===== src/rtl/sparse_intersect_n_if.sv =====
// rtl/sparse_intersect_n_if.sv - decoder-to-MAC bundle for the N-way sparse index intersector
interface sparse_intersect_n_if #(
  parameter int NUM_CH  = 2,
  parameter int INDEX_W = 16,
  parameter int VALUE_W = 8,
  parameter int CNT_W   = 16
);
  logic [NUM_CH-1:0]         dec_valid_i;
  logic [NUM_CH-1:0]         dec_ready_o;
  logic [NUM_CH*INDEX_W-1:0] dec_index_i;
  logic [NUM_CH*VALUE_W-1:0] dec_value_i;
  logic [NUM_CH-1:0]         dec_done_i;
  logic                      out_valid_o;
  logic                      out_ready_i;
  logic [INDEX_W-1:0]        out_index_o;
  logic [NUM_CH*VALUE_W-1:0] out_value_o;
  logic                      out_finish_o;
  logic [CNT_W-1:0]          match_count_o;
  logic                      restart_i;

  modport slave (
    input  dec_valid_i, dec_index_i, dec_value_i, dec_done_i, out_ready_i, restart_i,
    output dec_ready_o, out_valid_o, out_index_o, out_value_o, out_finish_o, match_count_o
  );

  modport master (
    output dec_valid_i, dec_index_i, dec_value_i, dec_done_i, out_ready_i, restart_i,
    input  dec_ready_o, out_valid_o, out_index_o, out_value_o, out_finish_o, match_count_o
  );
endinterface


===== src/rtl/sparse_intersect_n.sv =====
// rtl/sparse_intersect_n.sv - N-way ascending-index stream intersector feeding the sparse MAC
module sparse_intersect_n #(
  parameter int NUM_CH  = 2,
  parameter int INDEX_W = 16,
  parameter int VALUE_W = 8,
  parameter int CNT_W   = 16
) (
  input logic                 mac_clk,
  input logic                 mac_rst,
  sparse_intersect_n_if.slave bus
);

  if (NUM_CH < 2 || NUM_CH > 8) begin : g_bad_num_ch
    $error("sparse_intersect_n: NUM_CH must be within 2..8");
  end

  typedef enum logic [2:0] {S_FILL, S_COMPARE, S_EMIT, S_DRAIN, S_DONE} state_t;

  state_t                    state;
  logic [NUM_CH-1:0]         head_vld;
  logic [NUM_CH-1:0]         head_done;
  logic [INDEX_W-1:0]        head_index [NUM_CH];
  logic [VALUE_W-1:0]        head_value [NUM_CH];

  logic                      out_valid_q;
  logic                      out_finish_q;
  logic [INDEX_W-1:0]        out_index_q;
  logic [NUM_CH*VALUE_W-1:0] out_value_q;
  logic [CNT_W-1:0]          count_q;

  logic [NUM_CH-1:0]         dec_ready;
  logic [NUM_CH-1:0]         accept;
  logic [INDEX_W-1:0]        max_index;
  logic                      all_equal;
  logic                      any_done;
  logic [NUM_CH*VALUE_W-1:0] values_packed;

  // A restart cycle refuses every beat so nothing leaks into the fresh run.
  always_comb begin
    dec_ready = '0;
    if (!bus.restart_i) begin
      case (state)
        S_FILL:  dec_ready = ~head_vld;
        S_DRAIN: dec_ready = ~head_done;
        default: dec_ready = '0;
      endcase
    end
  end

  assign accept   = bus.dec_valid_i & dec_ready;
  assign any_done = |head_done;

  always_comb begin
    max_index     = head_index[0];
    all_equal     = 1'b1;
    values_packed = '0;
    for (int c = 0; c < NUM_CH; c++) begin
      if (head_index[c] > max_index) max_index = head_index[c];
      if (head_index[c] != head_index[0]) all_equal = 1'b0;
      values_packed[c*VALUE_W +: VALUE_W] = head_value[c];
    end
  end

  always_ff @(posedge mac_clk or negedge mac_rst) begin
    if (!mac_rst) begin
      state        <= S_FILL;
      head_vld     <= '0;
      head_done    <= '0;
      out_valid_q  <= 1'b0;
      out_finish_q <= 1'b0;
      out_index_q  <= '0;
      out_value_q  <= '0;
      count_q      <= '0;
      for (int c = 0; c < NUM_CH; c++) begin
        head_index[c] <= '0;
        head_value[c] <= '0;
      end
    end else if (bus.restart_i) begin
      state        <= S_FILL;
      head_vld     <= '0;
      head_done    <= '0;
      out_valid_q  <= 1'b0;
      out_finish_q <= 1'b0;
      out_index_q  <= '0;
      out_value_q  <= '0;
      count_q      <= '0;
    end else begin
      // In DRAIN only the end marker matters; data beats are swallowed.
      for (int c = 0; c < NUM_CH; c++) begin
        if (accept[c]) begin
          if (state == S_FILL) begin
            head_vld[c]   <= 1'b1;
            head_done[c]  <= bus.dec_done_i[c];
            head_index[c] <= bus.dec_index_i[c*INDEX_W +: INDEX_W];
            head_value[c] <= bus.dec_value_i[c*VALUE_W +: VALUE_W];
          end else if (bus.dec_done_i[c]) begin
            head_done[c] <= 1'b1;
          end
        end
      end

      case (state)
        S_FILL: begin
          if (&(head_vld | accept)) state <= S_COMPARE;
        end
        S_COMPARE: begin
          if (any_done) begin
            head_vld <= head_vld & head_done;
            state    <= S_DRAIN;
          end else if (all_equal) begin
            out_index_q <= head_index[0];
            out_value_q <= values_packed;
            out_valid_q <= 1'b1;
            state       <= S_EMIT;
          end else begin
            for (int c = 0; c < NUM_CH; c++) begin
              if (head_index[c] < max_index) head_vld[c] <= 1'b0;
            end
            state <= S_FILL;
          end
        end
        S_EMIT: begin
          if (bus.out_ready_i) begin
            head_vld    <= '0;
            out_valid_q <= 1'b0;
            if (count_q != {CNT_W{1'b1}}) count_q <= count_q + CNT_W'(1);
            state <= S_FILL;
          end
        end
        S_DRAIN: begin
          if (&(head_done | (accept & bus.dec_done_i))) begin
            out_finish_q <= 1'b1;
            state        <= S_DONE;
          end
        end
        default: state <= S_DONE;
      endcase
    end
  end

  assign bus.dec_ready_o   = dec_ready;
  assign bus.out_valid_o   = out_valid_q;
  assign bus.out_index_o   = out_index_q;
  assign bus.out_value_o   = out_value_q;
  assign bus.out_finish_o  = out_finish_q;
  assign bus.match_count_o = count_q;

endmodule

===== src/flat_wrapper.sv =====
// flat-port wrapper written by rule: the top's interface ports become plain ports
module sparse_intersect_n_flat 
#(
  parameter int NUM_CH  = 2,
  parameter int INDEX_W = 16,
  parameter int VALUE_W = 8,
  parameter int CNT_W   = 16
)
  (mac_clk, mac_rst, bus_dec_valid_i, bus_dec_index_i, bus_dec_value_i, bus_dec_done_i, bus_out_ready_i, bus_restart_i, bus_dec_ready_o, bus_out_valid_o, bus_out_index_o, bus_out_value_o, bus_out_finish_o, bus_match_count_o);
  sparse_intersect_n_if #(.NUM_CH(NUM_CH), .INDEX_W(INDEX_W), .VALUE_W(VALUE_W), .CNT_W(CNT_W)) bus_i ();
  input logic mac_clk;
  input logic mac_rst;
  input wire logic [$bits(bus_i.dec_valid_i)-1:0] bus_dec_valid_i;
  input wire logic [$bits(bus_i.dec_index_i)-1:0] bus_dec_index_i;
  input wire logic [$bits(bus_i.dec_value_i)-1:0] bus_dec_value_i;
  input wire logic [$bits(bus_i.dec_done_i)-1:0] bus_dec_done_i;
  input wire logic [$bits(bus_i.out_ready_i)-1:0] bus_out_ready_i;
  input wire logic [$bits(bus_i.restart_i)-1:0] bus_restart_i;
  output wire logic [$bits(bus_i.dec_ready_o)-1:0] bus_dec_ready_o;
  output wire logic [$bits(bus_i.out_valid_o)-1:0] bus_out_valid_o;
  output wire logic [$bits(bus_i.out_index_o)-1:0] bus_out_index_o;
  output wire logic [$bits(bus_i.out_value_o)-1:0] bus_out_value_o;
  output wire logic [$bits(bus_i.out_finish_o)-1:0] bus_out_finish_o;
  output wire logic [$bits(bus_i.match_count_o)-1:0] bus_match_count_o;
  assign bus_i.dec_valid_i = bus_dec_valid_i;
  assign bus_i.dec_index_i = bus_dec_index_i;
  assign bus_i.dec_value_i = bus_dec_value_i;
  assign bus_i.dec_done_i = bus_dec_done_i;
  assign bus_i.out_ready_i = bus_out_ready_i;
  assign bus_i.restart_i = bus_restart_i;
  assign bus_dec_ready_o = bus_i.dec_ready_o;
  assign bus_out_valid_o = bus_i.out_valid_o;
  assign bus_out_index_o = bus_i.out_index_o;
  assign bus_out_value_o = bus_i.out_value_o;
  assign bus_out_finish_o = bus_i.out_finish_o;
  assign bus_match_count_o = bus_i.match_count_o;
  sparse_intersect_n #(.NUM_CH(NUM_CH), .INDEX_W(INDEX_W), .VALUE_W(VALUE_W), .CNT_W(CNT_W)) u_core (.mac_clk(mac_clk), .mac_rst(mac_rst), .bus(bus_i));
endmodule

===== config.mk =====
export PLATFORM = sky130hd
export DESIGN_NAME = sparse_intersect_n_flat
export DESIGN_NICKNAME = d
export VERILOG_FILES = /design/src/rtl/sparse_intersect_n_if.sv /design/src/rtl/sparse_intersect_n.sv /design/src/flat_wrapper.sv
export SDC_FILE = /design/constraint.sdc
export NUM_CORES = 1
export LEC_CHECK = 0
export ABC_AREA = 1
export ABC_CLOCK_PERIOD_IN_PS = 3300
export BUFFER_PORTS_ARGS = -buffer_cell sky130_fd_sc_hd__buf_2
export CAP_MARGIN = 20
export CORE_MARGIN = 2
export CORE_UTILIZATION = 55
export DETAILED_ROUTE_END_ITERATION = 10
export MAX_ROUTING_LAYER = met4
export PLACE_DENSITY_LB_ADDON = 0.05
export SLEW_MARGIN = 20
export SYNTH_ARGS = -nofsm -noshare
export SYNTH_HDL_FRONTEND = slang
export SYNTH_SLANG_ARGS = --single-unit

===== constraint.sdc =====
create_clock -name mac_clk -period 3.3 [get_ports mac_clk]
set_input_delay 0.66 -clock mac_clk [delete_from_list [all_inputs] [get_ports mac_clk]]
set_output_delay 0.66 -clock mac_clk [all_outputs]
set_load 0.05 [all_outputs]

==> metrics.txt <==
# TYPE chip_impl_metric gauge
chip_impl_metric{name="clk_path_buf_depth",unit=""} 2
chip_impl_metric{name="arrival",unit="ps"} 3290
chip_impl_metric{name="cell_internal_pwr",unit="mW"} 3.12
chip_impl_metric{name="layout_worst_path_cycle_share",unit="%"} 91.0
chip_impl_info{name="synth_commonest_cells",value="138 x sky130_fd_sc_hd__nand2_1, 108 x sky130_fd_sc_hd__inv_1, 105 x sky130_fd_sc_hd__dfrtp_1"} 1
chip_impl_metric{name="drtPass1Iterations",unit=""} 4
chip_impl_metric{name="dr.first_iter.drc_count",unit=""} 174
chip_impl_metric{name="drt_wl_total",unit="microns"} 13000
chip_impl_metric{name="final_net_count",unit=""} 866
chip_impl_metric{name="required",unit="ps"} 3590
chip_impl_info{name="crit_path_end_kind",value="flop"} 1
chip_impl_metric{name="ir_drop",unit="uV"} 488
chip_impl_metric{name="placement.cell_area",unit="sq um"} 6360
chip_impl_metric{name="cts.sinks",unit=""} 105
chip_impl_metric{name="r2r.worst_path.cells",unit=""} 20
chip_impl_metric{name="globalRouteTotalUtil",unit="%"} 25.3
chip_impl_metric{name="critPathMaxFanout",unit=""} 16
chip_impl_metric{name="drv.max_cap_violation_count",unit=""} 0
chip_impl_metric{name="mappedNetlistArea",unit="sq um"} 5650
chip_impl_metric{name="syn2layout_area_growth",unit="%"} 16.6
chip_impl_metric{name="grt_first_pass_wirelength",unit="microns"} 21900
chip_impl_metric{name="clk_transition_reported_paths",unit="ps"} 120
chip_impl_info{name="startpoint_type",value="flop"} 1
chip_impl_metric{name="power.share.switching",unit="%"} 45.5
chip_impl_metric{name="cellPowerDensity",unit="nW/um^2"} 870
chip_impl_metric{name="core_region_area",unit="sq um"} 9860
chip_impl_metric{name="synth.lib_cells_used.distinct",unit=""} 41
chip_impl_metric{name="cts.htree.levels",unit=""} 3
chip_impl_metric{name="time_the_worst_path_needs_with_i_o_delays_and_setup",unit="ps"} 3000
chip_impl_metric{name="whs",unit="ps"} 293
chip_impl_metric{name="regToRegSetupSlack",unit="ps"} 300
chip_impl_metric{name="buffer_ports.inserted",unit=""} 107
chip_impl_info{name="status",value="finished, final reports clean"} 1
chip_impl_metric{name="setup-tns-final",unit="ps"} 0
chip_impl_info{name="cpMaxStageDelayCell",value="sky130_fd_sc_hd__dfrtp_1"} 1
chip_impl_metric{name="synth-edff-count",unit=""} 0
chip_impl_info{name="cts_tree",value="yes"} 1
chip_impl_metric{name="floorplan.die_area",unit="sq um"} 11100
chip_impl_metric{name="power_leakage",unit="nW"} 3.31
chip_impl_metric{name="setup_viol_count_final",unit=""} 0
chip_impl_info{name="dominantRegCellSynth",value="sky130_fd_sc_hd__dfrtp_1"} 1
chip_impl_metric{name="layoutNonFillerInstCount",unit=""} 905
chip_impl_metric{name="yosys_register_bits",unit=""} 105
chip_impl_metric{name="share_clk_of_total_power",unit="%"} 14.0
chip_impl_metric{name="number_of_antenna_violations_at_the_first_check_in_global_routing",unit=""} 0
chip_impl_metric{name="floorplan.die.width",unit="microns"} 105
chip_impl_metric{name="rows",unit=""} 36
chip_impl_info{name="holdCritPathClass",value="input pin to asynchronous set/reset pin"} 1
chip_impl_metric{name="synth.yosys.seq_area_share",unit="%"} 46.5
chip_impl_metric{name="via_count_of_the_first_global_routing_pass",unit=""} 4679
chip_impl_metric{name="avgViaCountPerCell",unit=""} 5.25
chip_impl_metric{name="number_of_warnings_reported_in_the_yosys_synthesis_log",unit=""} 0
chip_impl_metric{name="power.switching",unit="mW"} 2.61
chip_impl_metric{name="netlist.area_leader.share",unit="%"} 46.5
chip_impl_metric{name="gpl.final_weighted_congestion",unit=""} 0.926
chip_impl_metric{name="max_freq",unit="GHz"} 0.333
chip_impl_metric{name="syn-num-nets",unit=""} 758
chip_impl_metric{name="worst_slew_margin_relative_to_its_limit",unit="%"} 55.1
chip_impl_metric{name="design_area",unit="sq um"} 6590
chip_impl_metric{name="timing_hold_violations_final",unit=""} 0
chip_impl_metric{name="final_max_slew_viol_count",unit=""} 0
chip_impl_info{name="yosys.cell_count.top_type",value="sky130_fd_sc_hd__nand2_1"} 1
chip_impl_metric{name="sequentialPowerShare",unit="%"} 31.8
chip_impl_metric{name="p_comb_share",unit="%"} 54.2
chip_impl_metric{name="tightest_slew",unit="ps"} 674
chip_impl_metric{name="ios",unit=""} 108
chip_impl_info{name="worstPathCellList",value="ha_1, nand2_1, nor2_2, nand2_1, inv_1, nand2_1, nand2_1, nand2_2, buf_8, o21ai_1, ha_1, a21oi_1, o21a_1, nor2_1, nor3_1, nand2_1, nand2_1, nand2_1, a21oi_1, nor2_1"} 1
chip_impl_metric{name="drive_above_1_share",unit="%"} 23.6
chip_impl_info{name="synth_largest_area_cell",value="sky130_fd_sc_hd__dfrtp_1"} 1
chip_impl_info{name="critical_path.reg2reg.startpoint",value="u_core.head_index[15]"} 1
chip_impl_metric{name="fp.dieH",unit="microns"} 105
chip_impl_info{name="clk_root_buffer_cell",value="sky130_fd_sc_hd__clkbuf_8"} 1
chip_impl_metric{name="worst_skew_pair.late_latency",unit="ps"} 400
chip_impl_metric{name="synth-async-reset-ratio",unit="%"} 100
chip_impl_metric{name="grt-ovfl-total",unit=""} 0
chip_impl_metric{name="tritoncts.num_buffers",unit=""} 9
chip_impl_metric{name="worst_clock_skew",unit="ps"} 21.8
chip_impl_metric{name="dp_hpwl",unit="microns"} 9360
chip_impl_metric{name="placed_insts",unit=""} 889
chip_impl_metric{name="number_of_antenna_diodes",unit=""} 0
chip_impl_metric{name="detail-route-antenna-nets",unit=""} 0
chip_impl_metric{name="grt_max_degree",unit=""} 56
chip_impl_info{name="path_class",value="flop to flop"} 1
chip_impl_metric{name="cp_slowest_stage_delay",unit="ps"} 430
chip_impl_metric{name="wl_per_cell",unit="microns"} 14.3
chip_impl_metric{name="remaining_drc_errors",unit=""} 0
chip_impl_info{name="synth.area.top_cells",value="sky130_fd_sc_hd__dfrtp_1 47%, sky130_fd_sc_hd__ha_1 9.5%, sky130_fd_sc_hd__nand2_1 9.2%"} 1
chip_impl_info{name="r2r_end",value="u_core.head_vld[0]"} 1
chip_impl_metric{name="vias",unit=""} 4748
chip_impl_info{name="cp_common_cell",value="sky130_fd_sc_hd__nand2_1"} 1
chip_impl_metric{name="synthesis.area_per_instance",unit="sq um"} 8.57
chip_impl_metric{name="syn-instance-count",unit=""} 659
chip_impl_metric{name="floorplan.initialDensity",unit="%"} 57.3
==> power groups by stage <==
stage | registers (mW) | clock network (mW) | logic [mW]
global placement | 1.82 | 0 | 2.90
global route | 1.86 | 0.870 | 3.57
finish | 1.83 | 0.801 | 3.11
CTS | 1.82 | 0.816 | 2.98
floorplan | 1.79 | 0 | 2.21
detailed placement | 1.84 | 0 | 2.96
==> registers in the layout, indices dropped and copies added, names as in the netlist <==
| name | count |
|---|---|
| u_core.head_index | 32 |
| u_core.bus.out_value_o | 16 |
| u_core.head_value | 16 |
| u_core.head_vld | 2 |
| u_core.bus.out_finish_o | 1 |
| u_core.bus.out_index_o | 16 |
| u_core.bus.match_count_o | 16 |
| u_core.bus.out_valid_o | 1 |
| u_core.state | 3 |
| u_core.head_done | 2 |
==> per-layer routing <==
metal	track usage, %	wire, microns
met1	33.4	6160
met2	38.9	5980
met3	7.48	699
met4	5.81	138
met5	-	0
==> final cells by class <==
| cell class | instances | area (sq um) |
|---|---|---|
| clock inverter | 7 | 67.6 |
| tap | 133 | 166 |
| fill | 879 | 3280 |
| sequential | 105 | 2630 |
| multi-input combinational | 425 | 2550 |
| clock buffer | 9 | 124 |
| timing repair buffer | 115 | 631 |
| inverter | 111 | 422 |
==> kinds of logic after synthesis <==
kind of cell | share of synthesized area (%)
xor+xnor | 0.465
buf+inv | 8.97
compound gates | 14.6
simple gates | 17.2
mux | 2.79
fa+ha+maj | 9.52
flops | 46.5
==> worst max-delay path, delay by kind of cell, from the launching register on <==
| family | cells | cell delay [ps] |
|---|---|---|
| adder cells (fa/ha/maj) | 2 | 600 |
| buffers and inverters | 2 | 240 |
| AO/OA/AOI/OAI | 4 | 600 |
| AND/OR/NAND/NOR | 12 | 1020 |
| flip-flops | 1 | 430 |
==> stage by stage <==
step | setup WS, ps | util [%] | total power [mW]
2_1_floorplan | 443 | - | 4.00
3_3_place_gp | 275 | 64.5 | 4.72
3_5_place_dp | 237 | 64.5 | 4.80
4_1_cts | 219 | 66.4 | 5.61
5_1_grt | -32.5 | 66.8 | 6.31
6_report | 298 | 66.8 | 5.73
==> worst max-delay path by stage <==
stage	startpoint	end	slack [ps]	cells past startpoint
after floorplan	u_core.head_index[15]	u_core.head_vld[0]	440	20
after CTS	u_core.head_index[15]	u_core.head_vld[0]	220	20
after detailed placement	u_core.head_index[23]	u_core.head_vld[0]	240	21
final	u_core.head_index[15]	u_core.head_vld[0]	300	20
after global placement	u_core.head_index[31]	u_core.head_vld[0]	280	21
after global routing	u_core.head_index[31]	u_core.head_vld[0]	-30	23
==> placed cells by master, fill, tap and decap left out, drive strengths merged, types with 3 or more instances in the layout <==
cell type  netlist  routed
nand2          146     146
inv            111     115
nand3           14      14
o31ai            3       3
mux2            14      14
nand4            5       5
nor3             6       6
a21oi           28      28
nor4             7       7
ha              43      43
clkinv           0       3
nor2            41      41
clkbuf           8       9
o21ai           69      69
dfrtp          105     105
a211oi           3       3
o22ai           32      32
buf             10     115
==> timing repair <==
item                       in CTS  in global routing
hold buffers                    0                  0
setup buffers                   0                  0
setup endpoints to repair       0                  2
resized for setup               0                 18
Power figures use the tool's default switching activity.
